[src/rtl/fetch_pc_unit_if.sv]
// fetch_pc_unit_if: instruction-memory request/response bus between the fetch unit and imem
//   req   : fetch request, driven by the fetch unit
//   addr  : fetch address, driven by the fetch unit
//   valid : imem returns rdata this cycle
//   rdata : fetched instruction word
interface fetch_pc_unit_if #(
    parameter int ADDR_W = 32
);
    logic              req;
    logic [ADDR_W-1:0] addr;
    logic              valid;
    logic [31:0]       rdata;
    modport master (output req, addr, input valid, rdata);
    modport slave  (input req, addr, output valid, rdata);
endinterface

[src/rtl/fetch_pc_unit.sv]
// fetch_pc_unit: PC register, FETCH/EXEC sequencing, next-PC selection and Z/N status flags
//   clk, rst_n        : clock, asynchronous active-low reset
//   imem              : instruction-memory bus (master side)
//   instr/instr_valid : latched instruction and its execute strobe
//   branch/jump/jpc/memread/statusregwrite : decoder controls
//   mem_ready/mem_rdata, rs_value, alu_zero/alu_neg : datapath inputs
//   pc/link_addr      : current PC and PC+4
//   flag_z/flag_n     : status flags
module fetch_pc_unit #(
    parameter int                ADDR_W   = 32,
    parameter logic [ADDR_W-1:0] RESET_PC = '0
) (
    input  logic              clk,
    input  logic              rst_n,
    fetch_pc_unit_if.master   imem,
    output logic [31:0]       instr,
    output logic              instr_valid,
    input  logic [1:0]        branch,
    input  logic              jump,
    input  logic              jpc,
    input  logic              memread,
    input  logic              statusregwrite,
    input  logic              mem_ready,
    input  logic [31:0]       mem_rdata,
    input  logic [31:0]       rs_value,
    input  logic              alu_zero,
    input  logic              alu_neg,
    output logic [ADDR_W-1:0] pc,
    output logic [ADDR_W-1:0] link_addr,
    output logic              flag_z,
    output logic              flag_n
);
    typedef enum logic {FETCH, EXEC} state_t;
    state_t            state_q, state_d;
    logic [ADDR_W-1:0] pc_q, pc_d, pc_plus4, br_tgt, target;
    logic [31:0]       instr_q, instr_d;
    logic              flag_z_q, flag_z_d, flag_n_q, flag_n_d;
    // req is registered so it stays low during reset and rises on the first edge after it
    logic              req_q, req_d;
    always_ff @(posedge clk or negedge rst_n) begin
        if (!rst_n) begin
            state_q  <= FETCH;
            pc_q     <= RESET_PC;
            instr_q  <= '0;
            flag_z_q <= 1'b0;
            flag_n_q <= 1'b0;
            req_q    <= 1'b0;
        end else begin
            state_q  <= state_d;
            pc_q     <= pc_d;
            instr_q  <= instr_d;
            flag_z_q <= flag_z_d;
            flag_n_q <= flag_n_d;
            req_q    <= req_d;
        end
    end
    always_comb begin
        state_d  = state_q;
        pc_d     = pc_q;
        instr_d  = instr_q;
        flag_z_d = flag_z_q;
        flag_n_d = flag_n_q;
        pc_plus4 = pc_q + ADDR_W'(4);
        br_tgt   = pc_plus4 + ADDR_W'({{14{instr_q[15]}}, instr_q[15:0], 2'b00});
        // balrn tests the flag as it stood before this instruction
        target   = jump                             ? ADDR_W'(mem_rdata) :
                   jpc                              ? br_tgt :
                   (branch == 2'b11 && flag_n_q)    ? ADDR_W'(rs_value) :
                   (branch == 2'b01 && alu_zero)    ? br_tgt :
                   (branch == 2'b10 && !alu_neg)    ? br_tgt : pc_plus4;
        if (state_q == FETCH) begin
            if (req_q && imem.valid) begin
                instr_d = imem.rdata;
                state_d = EXEC;
            end
        end else if (!(memread && !mem_ready)) begin
            pc_d    = {target[ADDR_W-1:2], 2'b00};
            state_d = FETCH;
            if (statusregwrite) begin
                flag_z_d = alu_zero;
                flag_n_d = alu_neg;
            end
        end
        req_d = state_d == FETCH;
    end
    assign imem.req    = req_q;
    assign imem.addr   = pc_q;
    assign instr       = instr_q;
    assign instr_valid = state_q == EXEC;
    assign pc          = pc_q;
    assign link_addr   = pc_plus4;
    assign flag_z      = flag_z_q;
    assign flag_n      = flag_n_q;
endmodule
[src/flat_wrapper.sv]
// flat-port wrapper written by rule: the top's interface ports become plain ports
module fetch_pc_unit_flat 
#(
    parameter int                ADDR_W   = 32,
    parameter logic [ADDR_W-1:0] RESET_PC = '0
)
  (clk, rst_n, instr, instr_valid, branch, jump, jpc, memread, statusregwrite, mem_ready, mem_rdata, rs_value, alu_zero, alu_neg, pc, link_addr, flag_z, flag_n, imem_req, imem_addr, imem_valid, imem_rdata);
  fetch_pc_unit_if #(.ADDR_W(ADDR_W)) imem_i ();
  input  logic clk;
  input  logic rst_n;
  output logic [31:0] instr;
  output logic instr_valid;
  input  logic [1:0] branch;
  input  logic jump;
  input  logic jpc;
  input  logic memread;
  input  logic statusregwrite;
  input  logic mem_ready;
  input  logic [31:0] mem_rdata;
  input  logic [31:0] rs_value;
  input  logic alu_zero;
  input  logic alu_neg;
  output logic [ADDR_W-1:0] pc;
  output logic [ADDR_W-1:0] link_addr;
  output logic flag_z;
  output logic flag_n;
  output wire logic [$bits(imem_i.req)-1:0] imem_req;
  output wire logic [$bits(imem_i.addr)-1:0] imem_addr;
  input wire logic [$bits(imem_i.valid)-1:0] imem_valid;
  input wire logic [$bits(imem_i.rdata)-1:0] imem_rdata;
  assign imem_req = imem_i.req;
  assign imem_addr = imem_i.addr;
  assign imem_i.valid = imem_valid;
  assign imem_i.rdata = imem_rdata;
  fetch_pc_unit #(.ADDR_W(ADDR_W), .RESET_PC(RESET_PC)) u_core (.clk(clk), .rst_n(rst_n), .imem(imem_i), .instr(instr), .instr_valid(instr_valid), .branch(branch), .jump(jump), .jpc(jpc), .memread(memread), .statusregwrite(statusregwrite), .mem_ready(mem_ready), .mem_rdata(mem_rdata), .rs_value(rs_value), .alu_zero(alu_zero), .alu_neg(alu_neg), .pc(pc), .link_addr(link_addr), .flag_z(flag_z), .flag_n(flag_n));
endmodule
[config.mk]
export PLATFORM = sky130hd
export DESIGN_NAME = fetch_pc_unit_flat
export DESIGN_NICKNAME = d
export VERILOG_FILES = /design/src/rtl/fetch_pc_unit_if.sv /design/src/rtl/fetch_pc_unit.sv /design/src/flat_wrapper.sv
export SDC_FILE = /design/constraint.sdc
export NUM_CORES = 1
export LEC_CHECK = 0
export CELL_PAD_IN_SITES_DETAIL_PLACEMENT = 0
export CELL_PAD_IN_SITES_GLOBAL_PLACEMENT = 1
export CORE_ASPECT_RATIO = 1.25
export CORE_MARGIN = 3
export CORE_UTILIZATION = 34
export DETAILED_ROUTE_END_ITERATION = 12
export PLACE_DENSITY = 0.91
export SYNTH_ARGS = -nofsm -noshare
export SYNTH_HDL_FRONTEND = slang
export SYNTH_SLANG_ARGS = --single-unit
[constraint.sdc]
create_clock -name clk -period 9.7 [get_ports clk]
set_input_delay 2.91 -clock clk [delete_from_list [all_inputs] [get_ports clk]]
set_output_delay 2.91 -clock clk [all_outputs]
set_load 0.02 [all_outputs]
# Word-level counts from Yosys, hierarchy flattened
# Cells that the tools add are included.
# totals
ff_bits,66
input_bits,108
word_cells,32
output_inout_bits,132
# op_classes
n_reduce_logical,10
bitwise_logic,3
n_mux,8
n_addsub,2
n_eq_ne,3
# op_table
op,count
$mux W32,5
$add A32 B3 Y32 const B,1
$add A32 B32 Y32,1
$logic_and A1 B1 Y1,5
$eq A2 B2 Y1 const B,2
$reduce_and A2 Y1,2
$mux W1,3
$not A1 Y1,3
$reduce_and A3 Y1,1
$eq A2 B1 Y1 const B,1
$logic_not A1 Y1,2

# Depth between registers and ports, before layout
# logic_depth
word_depth,7
depth_mapped,16
mapped_depth_nobuf,15

# Worst setup path after synthesis
# No wires, ideal clock.
# synth_timing
path_kind,reg-to-output
start,"register u_core.pc_q[7], in the netlist u_core.imem.addr[7]"
end,output link_addr[21]
slack_ns,4.756
t_required_ns,6.790
n_path_buf,0
arrival_ns,2.034
stages_incl_launch_ff,6
cell_sequence,dfrtp_1 -> nand4_4 -> nor4b_4 -> and2_1 -> and3_1 -> xor2_1
# synth_between
elab_chain_len,1
# synth_lines
item,line,text
from (decl),fetch_pc_unit.sv:35,"logic [ADDR_W-1:0] pc_q, pc_d, pc_plus4, br_tgt, target;"
from (signal assigned),fetch_pc_unit.sv:50,pc_q <= pc_d;
$add A32 B3 Y32,fetch_pc_unit.sv:63,pc_plus4 = pc_q + ADDR_W'(4);
to (decl),flat_wrapper.sv:24,output logic [ADDR_W-1:0] link_addr;
# No other way between the ends.

# Final worst setup path
# layout_timing
start,"register u_core.pc_q[2], in the netlist u_core.imem.addr[2]"
end,output link_addr[26]
# The elaborated chain is that of the path after synthesis.

==> key figures <==
Run status
  – Run status: completed

Worst setup path
  – CP cell instances: ha_1 > nand4_1 > nor4_2 > nand3_1 > nor2_1 > xor2_1 > clkdlybuf4s50_1
  – Reg2reg end: u_core.imem.addr[30]
  – Critical path peak fanout: 7
  – Crit path largest cell delay: 0.70 ns
  – Delay-heaviest family, CP: simple AND/OR/NAND/NOR gates
  – Slowest stage cell on the critical path: clkdlybuf4s50_1
  – Worst R2R Start: u_core.imem.addr[7]
  – Critical path arrival: between 3 and 4 ns
  – CP startpoint kind: register
  – Crit path buf inv count: 1
  – Reg2reg setup slack: between 5 and 6 ns
  – Path depth of the worst reg2reg path: 15
  – Crit path kind: register to output port
  – CP endpoint kind: output port
  – Req. time, crit path: 6.79 ns

Route
  – Pre-antenna DRT Iters: 5
  – Detailed Route WL: 20700 um
  – Antenna Nets Post-Route: 0
  – Routed WL per cell: 19.0 um
  – DRC: 0
  – Vias: approximately 5800
  – Via density: 5.33
  – Initial DRC count: 257

Floorplanning
  – Core footprint: around 0.016 mm^2
  – Width of the die: 121 um
  – Starting Density: 34.8%
  – Ports: 240
  – Core Rows: 52
  – Die H: between 150 and 200 um
  – Die area: 0.0183 mm^2

Synthesis
  – Synth Register Bits: 66
  – Synth cell types: between 50 and 60
  – Number of flops mapped to enable cells by yosys: 0
  – Netlist Area Pre-Place: 0.00567 mm^2
  – Yosys top cell area share: around 29%
  – Top post-synthesis cells by count: 69 x nand2_1, 66 x a21oi_1, 66 x dfrtp_1, 57 x o21ai_0, 46 x nor2_1
  – Yosys top cell by area: dfrtp_1
  – Ys flop type: dfrtp_1
  – Ys Warns: 0
  – Asr flop ratio synth: 100%
  – Mapped Cells: 671
  – Post-Syn Area per Cell: ~8.4 um^2
  – Post-synthesis sequential area ratio: 29.1%
  – Dominant cells by area after synthesis: dfrtp_1 29%, ha_1 7.9%, mux2_2 6.8%
  – Top-count cell post-synth: nand2_1

Clock tree
  – Post-CTS Hold Fix Bufs: 0
  – Clk sink count: 66
  – CTS clock-pin slew for the worst setup and hold paths: 0.06 ns
  – CTS resizes: 0
  – CTS tree: yes
  – Root Buffer: clkbuf_16
  – Post-CTS Setup Bufs: 0
  – Latest clock arrival within the worst-skew pair: 0.35 ns
  – H-Tree Depth: 3
  – Num CTS Buffers: 9
  – CTS Buffer Depth: 2

Pwr
  – PD cells: 377 mW/mm^2
  – LEAKAGE: roughly 3.4 nW
  – Max IR drop VDD: about 220 uV

Placement
  – Pre-CTS setup slack: 3.61 ns
  – Detailed placer's ending HPWL: ~15000 um
  – # placed instances: approximately 1100
  – GP Congestion: 0.874
  – Number of port buffers: roughly 230

STA
  – Fmax: 155 MHz
  – Fin. Hold Viols: 0
  – Unrepaired setup endpoints after global routing: no
  – Endpoints failing setup: 0
  – Hold slack: 0.504 ns
  – Final WS setup: 3.24 ns
  – Rel. slew slack: between 30% and 40%
  – Worst Clk Skew: 0.00902 ns
  – Worst-Margin Slew: 0.940 ns
  – Final Slew Violations: 0
  – Final min period: 6.46 ns
  – Fin crit share: 66.6%
  – Setup tns final: 0 ns

GRT
  – Grt met2 use: 41.7%
  – GR peak layer: met2
  – Largest net degree at the start of global routing: 67
  – First-pass GRT wire length: roughly 32000 um
  – Initial antenna violation count: 1
  – Total track usage: 22.8%
  – GR Overflow Total: 0
  – Met1 GRT Util: about a quarter
  – Met3 GRT Util: under 10%
  – Vias in the first global route: around 6200

Layout
  – Post-Layout Cell Count: 1087
  – Ant diodes: 0
  – Share of layout cells above drive strength 1: 8.04%
  – Util after Layout: 50.9%
  – Final nets: 1011
  – Layout area overhead: 46.0%

Worst hold path
  – Worst Hold Class: register to register
  – Worst Hold Depth: 1
  – End point of the worst hold path: u_core.instr[28]
  – HP Start: u_core.instr[28]

Job
  – Max-cap viol count: 0
## kinds of logic (layout without fill, tap and decap cells)
logic type | Yosys count | count (layout) | synth area share (%)
DFF | 66 | 66 | 29.1
other | 1 | 6 | 0.0662
buffers and inverters | 78 | 273 | 7.55
and+or+nand+nor | 191 | 191 | 16.6
adders and majority gates | 37 | 37 | 8.30
AOI/OAI and AO/OA | 202 | 202 | 21.8
muxes | 41 | 41 | 7.99
xor gates and xnor gates | 55 | 55 | 8.50
## per-layer routing
| layer | wire (um) | up-vias | part of all wire, % |
|---|---|---|---|
| met1 | 7980 | 2777 | 39 |
| met5 | 20 | - | 0.097 |
| met3 | 1340 | 31 | 6.5 |
| li1 | - | 2773 | - |
| met2 | 10900 | 206 | 53 |
| met4 | 414 | 2 | 2.0 |
## sequential cells by signal, indices dropped and copies added (netlist names)
name and count:
u_core.instr_valid 1, u_core.imem.req 1, u_core.flag_n 1, u_core.flag_z 1
u_core.imem.addr 30, u_core.instr 32
## final cells by class
class                      instances  area (um^2)
clock buffer                       9          225
clock inverter                     7         82.6
fill                            1576         7990
inverter                          16         60.1
multi-input combinational        532         3610
sequential                        66         1650
tap                              216          270
timing repair buffer             241         2380
## worst reg2reg max path, cell delays in order, from the launching register on
cell and delay (ns):
dfrtp_1 0.52, nand4_4 0.21, nor4b_4 0.49, and2_1 0.33, and3_1 0.21, xor2_1 0.32
ha_1 0.32, a21oi_1 0.19, o21bai_1 0.09, a21oi_1 0.24, nand2_1 0.08, a211oi_1 0.51
o31ai_1 0.23, xnor2_1 0.18, o21ai_1 0.08, a221o_1 0.31
## cells in the final DEF, fill, tap and decap left out, drive strengths merged, types with 10 or more instances in the layout
cell           synthesis  layout
a21oi                 66      66
a22oi                 10      10
buf                   36      13
clkdlybuf4s50          0     228
dfrtp                 66      66
ha                    36      36
inv                   16      20
mux2                  34      34
nand2                 69      69
nand3                 12      12
nand4                 11      11
nor2                  46      46
nor3                  12      12
o21ai                 58      58
xnor2                 33      33
xor2                  22      22
## where the power goes
part / switching [W] / total [W] / internal [W]
clock network: 0.000146 / 0.000349 / 0.000204
logic: 0.00120 / 0.00221 / 0.00101
registers: 0.000167 / 0.000557 / 0.000391
## through the flow
step,total power [W],area [um^2]
final,0.00312,8280
after global placement,0.00274,7970
after global routing,0.00337,8280
after detailed placement,0.00276,7970
after CTS,0.00313,8280
after floorplan,0.00200,5690
## how the worst max path moves through the flow
stage | from | end | slack (ns) | depth (start not counted)
2_1_floorplan | u_core.imem.addr[7] | link_addr[21] | 4.76 | 5
3_3_place_gp | u_core.imem.addr[2] | link_addr[26] | 3.60 | 7
3_5_place_dp | u_core.imem.addr[2] | link_addr[26] | 3.61 | 7
4_1_cts | u_core.imem.addr[2] | link_addr[26] | 3.21 | 7
5_1_grt | u_core.imem.addr[2] | link_addr[26] | 3.05 | 7
6_report | u_core.imem.addr[2] | link_addr[26] | 3.24 | 7
Note: power is estimated with default switching activity, not from simulation.
